**config.mk**
```make
export PLATFORM = sky130hd
export DESIGN_NAME = alu_cmd_sequencer
export DESIGN_NICKNAME = d
export VERILOG_FILES = /design/src/rtl/alu_cmd_sequencer.sv
export SDC_FILE = /design/constraint.sdc
export NUM_CORES = 1
export LEC_CHECK = 0
export BUFFER_PORTS_ARGS = -buffer_cell sky130_fd_sc_hd__buf_2
export CORE_UTILIZATION = 58
export CTS_CLUSTER_DIAMETER = 80
export CTS_CLUSTER_SIZE = 8
export DETAILED_ROUTE_END_ITERATION = 8
export GPL_ROUTABILITY_DRIVEN = 0
export PLACE_DENSITY = 0.9
export SYNTH_ARGS = -nofsm -noshare
export SYNTH_HDL_FRONTEND = slang
export SYNTH_SLANG_ARGS = --single-unit
```
**constraint.sdc**
```tcl
create_clock -name clk -period 4.6 [get_ports clk]
set_input_delay 0 -clock clk [delete_from_list [all_inputs] [get_ports clk]]
set_output_delay 0 -clock clk [all_outputs]
set_load 0.01 [all_outputs]
```
**src/rtl/alu_cmd_sequencer.sv**
```systemverilog
// alu_cmd_sequencer: buffers ALU commands, issues them one at a time to a
// registered 4-bit ALU, and checks each result against a golden model.
module alu_cmd_sequencer #(
    parameter int DEPTH = 4,
    parameter int ERRW  = 8
) (
    input  logic            clk,
    input  logic            rst_n,
    input  logic            cmd_valid,
    output logic            cmd_ready,
    input  logic [10:0]     cmd_data,
    output logic [3:0]      alu_a,
    output logic [3:0]      alu_b,
    output logic [2:0]      alu_op,
    output logic            alu_ena,
    input  logic [3:0]      alu_result,
    input  logic            alu_carry,
    input  logic            alu_parity,
    output logic            rsp_valid,
    input  logic            rsp_ready,
    output logic [6:0]      rsp_data,
    output logic [ERRW-1:0] err_count,
    output logic            busy
);
    localparam int AW = $clog2(DEPTH);
    localparam int CW = AW + 1;
    localparam logic [CW-1:0] FULL_CNT = CW'(DEPTH);

    typedef enum logic [1:0] {
        IDLE    = 2'd0,
        ISSUE   = 2'd1,
        CAPTURE = 2'd2,
        PUSH    = 2'd3
    } state_t;

    state_t          state_q, state_d;
    logic [10:0]     mem_q [DEPTH];
    logic [AW-1:0]   wr_ptr_q, rd_ptr_q;
    logic [CW-1:0]   cnt_q, cnt_d;
    logic            full_q;
    logic            push, pop, load;
    logic [10:0]     head;
    logic [3:0]      a_q, b_q;
    logic [2:0]      op_q;
    logic            ena_q;
    logic [5:0]      hold_q;
    logic [4:0]      exp_w;
    logic            mismatch;
    logic            rsp_valid_q;
    logic [6:0]      rsp_data_q;
    logic [ERRW-1:0] err_q;

    assign head      = mem_q[rd_ptr_q];
    assign push      = cmd_valid && !full_q;
    assign cmd_ready = !full_q;
    assign cnt_d     = cnt_q + CW'(push) - CW'(pop);

    assign alu_a     = a_q;
    assign alu_b     = b_q;
    assign alu_op    = op_q;
    assign alu_ena   = ena_q;
    assign rsp_valid = rsp_valid_q;
    assign rsp_data  = rsp_data_q;
    assign err_count = err_q;
    assign busy      = (state_q != IDLE) || (cnt_q != '0);

    // command storage; contents are don't-care until counted valid
    always_ff @(posedge clk) begin
        if (push) begin
            mem_q[wr_ptr_q] <= cmd_data;
        end
    end

    // FIFO pointers, occupancy and registered full flag
    always_ff @(posedge clk or negedge rst_n) begin
        if (!rst_n) begin
            wr_ptr_q <= '0;
            rd_ptr_q <= '0;
            cnt_q    <= '0;
            full_q   <= 1'b0;
        end else begin
            if (push) wr_ptr_q <= wr_ptr_q + AW'(1);
            if (pop)  rd_ptr_q <= rd_ptr_q + AW'(1);
            cnt_q  <= cnt_d;
            full_q <= (cnt_d == FULL_CNT);
        end
    end

    // sequencer state register
    always_ff @(posedge clk or negedge rst_n) begin
        if (!rst_n) begin
            state_q <= IDLE;
        end else begin
            state_q <= state_d;
        end
    end

    // next state plus pop/load strobes
    always_comb begin
        state_d = state_q;
        pop     = 1'b0;
        load    = 1'b0;
        unique case (state_q)
            IDLE: begin
                if (cnt_q != '0) begin
                    pop     = 1'b1;
                    state_d = ISSUE;
                end
            end
            ISSUE:   state_d = CAPTURE;
            CAPTURE: state_d = PUSH;
            PUSH: begin
                if (!rsp_valid_q || rsp_ready) begin
                    load    = 1'b1;
                    state_d = IDLE;
                end
            end
            default: state_d = IDLE;
        endcase
    end

    // operand register doubles as ALU drive; ena pulses during ISSUE
    // and the ALU outputs are grabbed on the edge closing CAPTURE
    always_ff @(posedge clk or negedge rst_n) begin
        if (!rst_n) begin
            a_q    <= '0;
            b_q    <= '0;
            op_q   <= '0;
            ena_q  <= 1'b0;
            hold_q <= '0;
        end else begin
            ena_q <= pop;
            if (pop) begin
                a_q  <= head[3:0];
                b_q  <= head[7:4];
                op_q <= head[10:8];
            end
            if (state_q == CAPTURE) begin
                hold_q <= {alu_parity, alu_carry, alu_result};
            end
        end
    end

    // golden {carry, result} from the operand register
    always_comb begin
        exp_w = 5'd0;
        unique case (op_q)
            3'd0: exp_w = {1'b0, a_q} + {1'b0, b_q};
            3'd1: exp_w = {1'b0, a_q} - {1'b0, b_q};
            3'd2: exp_w = {1'b0, a_q & b_q};
            3'd3: exp_w = {1'b0, a_q | b_q};
            3'd4: exp_w = {1'b0, a_q ^ b_q};
            3'd5: exp_w = {1'b0, ~(a_q | b_q)};
            3'd6: exp_w = {1'b0, ~a_q};
            3'd7: exp_w = {1'b0, b_q};
        endcase
    end

    assign mismatch = (hold_q[3:0] != exp_w[3:0])
                   || (hold_q[4] != exp_w[4])
                   || (hold_q[5] != ^exp_w[3:0]);

    // response register and saturating mismatch counter
    always_ff @(posedge clk or negedge rst_n) begin
        if (!rst_n) begin
            rsp_valid_q <= 1'b0;
            rsp_data_q  <= '0;
            err_q       <= '0;
        end else begin
            if (load) begin
                rsp_valid_q <= 1'b1;
                rsp_data_q  <= {mismatch, hold_q};
                if (mismatch && (err_q != '1)) begin
                    err_q <= err_q + ERRW'(1);
                end
            end else if (rsp_valid_q && rsp_ready) begin
                rsp_valid_q <= 1'b0;
            end
        end
    end

endmodule
```
After elaboration in Yosys (flattened, before gate mapping)
Memory sizes are Yosys's and may differ from the RTL's. A register that Yosys moved wholly into a read port is not among the register bits.
Cells that the tools add are included.

word-level totals
  flip-flop bits (word level) = 33
  RAM bits = 44
  bits of input ports = 21
  output and inout bits = 30
  memories kept = 1

operators by class
  $add $sub $neg = 7
  equal/unequal tests = 17
  muxes and demuxes = 12
  bitwise logic cells = 5
  reductions and logical operators = 18

memories
  memory  words  bits a word  read ports  clocked after Yosys merged registers in  wr ports  line  RTL
  mem_q   4      11           1           1                                        1         37    logic [10:0] mem_q [DEPTH];

operators by type and width
  cell                   number
  $pmux W5 S8            1
  $eq A3 B3 Y1 const B   5
  $add A8 B1 Y8 const B  1
  $mux W1                8
  $ne A8 B8 Y1 const B   1
  $not A4 Y4             2
  $pmux W2 S4            1
  $eq A3 B2 Y1 const B   2
  $add A4 B4 Y5          1
  $sub A4 B4 Y5          1
  $add A2 B1 Y2 const B  2
  $and A4 B4 Y4          1
  $eq A2 B2 Y1 const B   2
  $logic_or A1 B1 Y1     4
  $mux W2                2
  $ne A2 B2 Y1 const B   2
  $ne A4 B4 Y1           1
  $or A4 B4 Y4           1
  $reduce_and A2 Y1      2
  $reduce_bool A2 Y1     2
  $reduce_xor A4 Y1      1
  $xor A4 B4 Y4          1
  $add A3 B1 Y3          1
  $eq A3 B1 Y1 const B   1
  other kinds (8)        13

Longest topological paths before layout
  depth after elaboration = 8
  gate-level depth with buffers = 15
  gate-level depth less buffers = 14

Least setup slack after synthesis
Ideal clock, no wire load.

  path type = register -> register
  from = register op_q[2], in the netlist alu_op[2], read port of mem_q
  to = register err_q[1], in the netlist err_count[1]
  setup time = 125 ps
  data arrival time = 3,169 ps
  data required time = 4,475 ps
  setup slack = 1,306 ps
  stages on the path, launching flop included = 14
  path buffers = 1
  cells stage by stage = dfrtp_1 buf_4 nor2_1 nand2_1 nand2_1 o21ai_0 fa_1 a21oi_1 a221oi_2 xnor2_1 xnor2_1 mux2i_4 nand3_2 mux2_4

between the ends
  cells in the longest elaborated chain, start to end = 7
  elaborated cells on any way between the ends = 17
  those cells by class = eq/ne (10); mux (1); reduce/logical (6)

ends and longest elaborated chain
  item                                                       line      RTL
  start, declared                                            44        logic [2:0] op_q;
  $eq A3 B3 Y1, or another cell as far along                 147       unique case (op_q)
  $pmux W5 S8 (*)                                            147
  $ne A4 B4 Y1, or another cell as far along                 159       assign mismatch = (hold_q[3:0] != exp_w[3:0])
  $logic_or A1 B1 Y1 / $ne A1 B1 Y1 (equally long branches)  160, 161
  $logic_or A1 B1 Y1 (*)                                     161       || (hold_q[5] != ^exp_w[3:0]);
  $logic_and A1 B1 Y1 (*)                                    173       if (mismatch && (err_q != '1)) begin
  $reduce_and A2 Y1 (no source line) (*)                     -
  end signal, assigned                                       174       err_q <= err_q + ERRW'(1);
  end, declared                                              51        logic [ERRW-1:0] err_q;

Every way passes the cells marked *; elsewhere a longest branch is shown, timed or not.
A chain may end at the register's enable or synchronous reset.

Worst setup path after layout
Ends and elaborated chain as after synthesis.

==> run_results.csv <==
group,metric,value,unit
status,outcome,"finished clean",
synthesis,syn_nets,360,
layout,layout_commonest_cell,"buf_2",
timing,drv_slew,0,
timing,rsz0062_at_grt,"no",
synthesis,synthFlopType,"edfxtp_1",
timing,setup_tns,0,ns
worst_setup_path,crit_fanout,12,
synthesis,syn_inst,313,
layout,syn_to_final_growth,16.04,%
clock_network,cts_made_buffers,9,
floorplan,core,0.006907,mm2
worst_setup_path,r2r-start,"alu_op[2]$_DFFE_PN0P_",
drt,remaining_drc_errors,0,
drt,vias_per_cell,5.492,
place,numPortBuffers,50,
floorplan,rows,30,
drt,routed_wl,8.250,mm
timing,period_share,79.38,%
worst_setup_path,crit_type,"flop to flop",
synthesis,seq_area_frac_synth,57.18,%
clock_network,cts_tree,"yes",
clock_network,post_cts_buffers,0,
synthesis,synthArstFlopShare,50.00,%
place,dp_hpwl,5.616,mm
floorplan,initial_core_util,61.34,%
synthesis,synth-edff-count,44,
synthesis,yosysWarnings,0,
global_routing,antenna_found_initial,0,
timing,fin_skew,0.01642,ns
timing,finalHoldViolations,0,
pwr,p_leak,2.084,nW
floorplan,io_pins,51,
worst_setup_path,cp.arrival,3.92,ns
job,drv_cap,0,
worst_hold_path,hold_path.startpoint,"cmd_valid",
timing,setup_violations,0,
clock_network,insertion_delay,0.37,ns
layout,antenna_cells,0,
clock_network,cts_resized,0,
worst_setup_path,cpMostUsedCell,"nand2_1",
worst_setup_path,endpoint_kind,"flop",
timing,max_freq,0.2739,GHz
clock_network,cts.sinks,88,
global_routing,grt_max_degree,45,
drt,via_count,2658,
worst_hold_path,hp-class,"input port to flop",
worst_setup_path,cp_num_buf_inv,0,
timing,fin_ws,0.9486,ns
pwr,powerDensity,748.9,mW/mm2
worst_setup_path,cp-start-kind,"flop",
clock_network,ctsHtreeMaxLevel,3,
worst_setup_path,slowest_stage,"dfrtp_1",
clock_network,ctsLongestPathBuffers,2,
pwr,irDropWorstVdd,330.0,uV
worst_setup_path,cp_top_family,"simple AND/OR/NAND/NOR gates",
drt,drtPass1Iterations,4,
global_routing,grt_overflow,0,
clock_network,cts-root-buf,"clkbuf_8",
layout,design_area,0.004916,mm2
floorplan,die-area,0.007650,mm2
global_routing,grt_pass1_wl,13.48,mm
synthesis,ys_ff_latch,88,
drt,wire_per_inst,17.05,um
synthesis,netlist_area,0.004237,mm2
layout,layout.nets,430,
timing,hold_ws,0.1159,ns
timing,fin_crit,3.651,ns
place,pre_cts_slack,0.9947,ns
drt,first_iter_violations,94,
worst_setup_path,crit_chain,"nor2_1 -> nand2_1 -> nand2_1 -> o21ai_0 -> fa_1 -> a21oi_1 -> a221oi_2 -> xnor2_1 -> nor4_1 -> and4_1 -> mux2i_4 -> nand3_2 -> mux2_4",
timing,slew-limit-headroom,34.94,%
clock_network,cts_hold_buf,19,
synthesis,postSynthAreaPerCell,13.54,um2
clock_network,clk_pin_slew,0.10,ns
layout,drive_gt1_share,27.06,%
global_routing,track_usage,24.37,%
worst_setup_path,critPathMaxStageDelay,0.54,ns
floorplan,die_h,87.47,um
timing,tightest_slew,0.9759,ns
place,place_area,0.004543,mm2
synthesis,ys_types,48,
global_routing,grt_pass1_vias,2840,
worst_setup_path,crit_required,4.87,ns
worst_setup_path,critical_path.startpoint,"alu_op[2]$_DFFE_PN0P_",
floorplan,die_x,87.47,um
layout,mostFrequentLayoutCells,"50 x buf_2, 44 x dfrtp_1, 44 x edfxtp_1, 36 x nand2_1, 24 x ha_1",
drt,final_antenna_net_count,0,
-- logic make-up after synthesis --
| logic type | after synthesis | synth area share, % |
|---|---|---|
| flip-flops | 88 | 57.18 |
| buffers and inverters | 33 | 3.544 |
| AND/OR/NAND/NOR | 82 | 9.687 |
| AO/OA/AOI/OAI | 27 | 4.489 |
| multiplexers | 36 | 12.73 |
| adder cells (fa/ha/maj) | 26 | 8.033 |
| XOR/XNOR | 21 | 4.341 |
-- area by class of cell --
type / count / area (um2)
timing repair buffer: 69 / 440.4
inverter: 23 / 86.33
fill: 480 / 1991
multi-input combinational: 192 / 1664
clock inverter: 7 / 58.81
tap: 96 / 120.1
sequential: 88 / 2422
clock buffer: 9 / 123.9
-- cells in the mapped netlist (2+ instances only) --
master     n  area, um2
buf_6      3      33.78
and2_1     6      37.54
clkbuf_1   3      11.26
mux4_2    11      247.7
nand3_2    2      20.02
buf_1      3      11.26
inv_1     21      78.83
a31oi_1    2      12.51
nand4_1    4      25.02
o21ai_0    4      20.02
nand2b_1   5      31.28
inv_2      2      7.510
fa_1       2      40.04
mux2_2    18      202.7
nor3_1     5      25.02
nor2_1     9      33.78
a21oi_1    8      40.04
and3_1     2      12.51
a221oi_2   2      30.03
o21ai_1    2      10.01
mux2i_1    4      40.04
nand3_1    5      25.02
ha_1      24      300.3
xor2_1     3      26.28
nor3b_1    2      15.01
dfrtp_1   44       1101
edfxtp_1  44       1321
xnor2_1   18      157.7
nand2_1   36      135.1
-- tightest hold or removal path: stages --
cell and delay [ns]:
buf_2 0.09, nor2b_1 0.20, nand2_1 0.09, o21ai_0 0.06
-- registers in the layout (all words and copies together), names as in the netlist, 2 cells and up --
| signal | flops |
|---|---|
| alu_op | 3 |
| rsp_data | 7 |
| alu_a | 4 |
| mem_q | 44 |
| state_q | 2 |
| alu_b | 4 |
| cnt_q | 3 |
| wr_ptr_q | 2 |
| rd_ptr_q | 2 |
| hold_q | 6 |
| err_count | 8 |
-- routing by layer --
metal,GRT usage [%],vias up,share of wire [%]
li1,-,1256,-
met1,28.31,1314,40
met2,42.61,70,54
met3,5.498,18,4.0
met4,11.92,0,2.0
met5,0,-,0
-- stage by stage --
step                      power (mW)  util (%)  cells
after floorplan                2.734         -    313
after global placement         3.047     65.78    449
after detailed placement       3.166     65.78    449
after CTS                      3.708     71.18    484
after global routing           3.958     71.18    484
final                          3.681     71.18    484
-- worst paths after layout --
path / endpoint / slack, ns / cells after the start
min reg2reg: rsp_data[2]$_DFFE_PN0P_ / 0.48 / 2
min: wr_ptr_q[1]$_DFFE_PN0P_ / 0.12 / 4
max in group asynchronous: full_q$_DFF_PN0_ / 3.66 / 2
max: err_count[1]$_DFFE_PN0P_ / 0.95 / 13
min in group asynchronous: err_count[7]$_DFFE_PN0P_ / 0.33 / 2
max reg2reg: err_count[1]$_DFFE_PN0P_ / 0.95 / 13
-- where the power goes --
group          internal, mW  switching, mW
logic                 0.886          0.885
clock network         0.208          0.307
registers              1.10          0.299
total                  2.19           1.49
No activity file was read; power rests on OpenSTA's default activity.
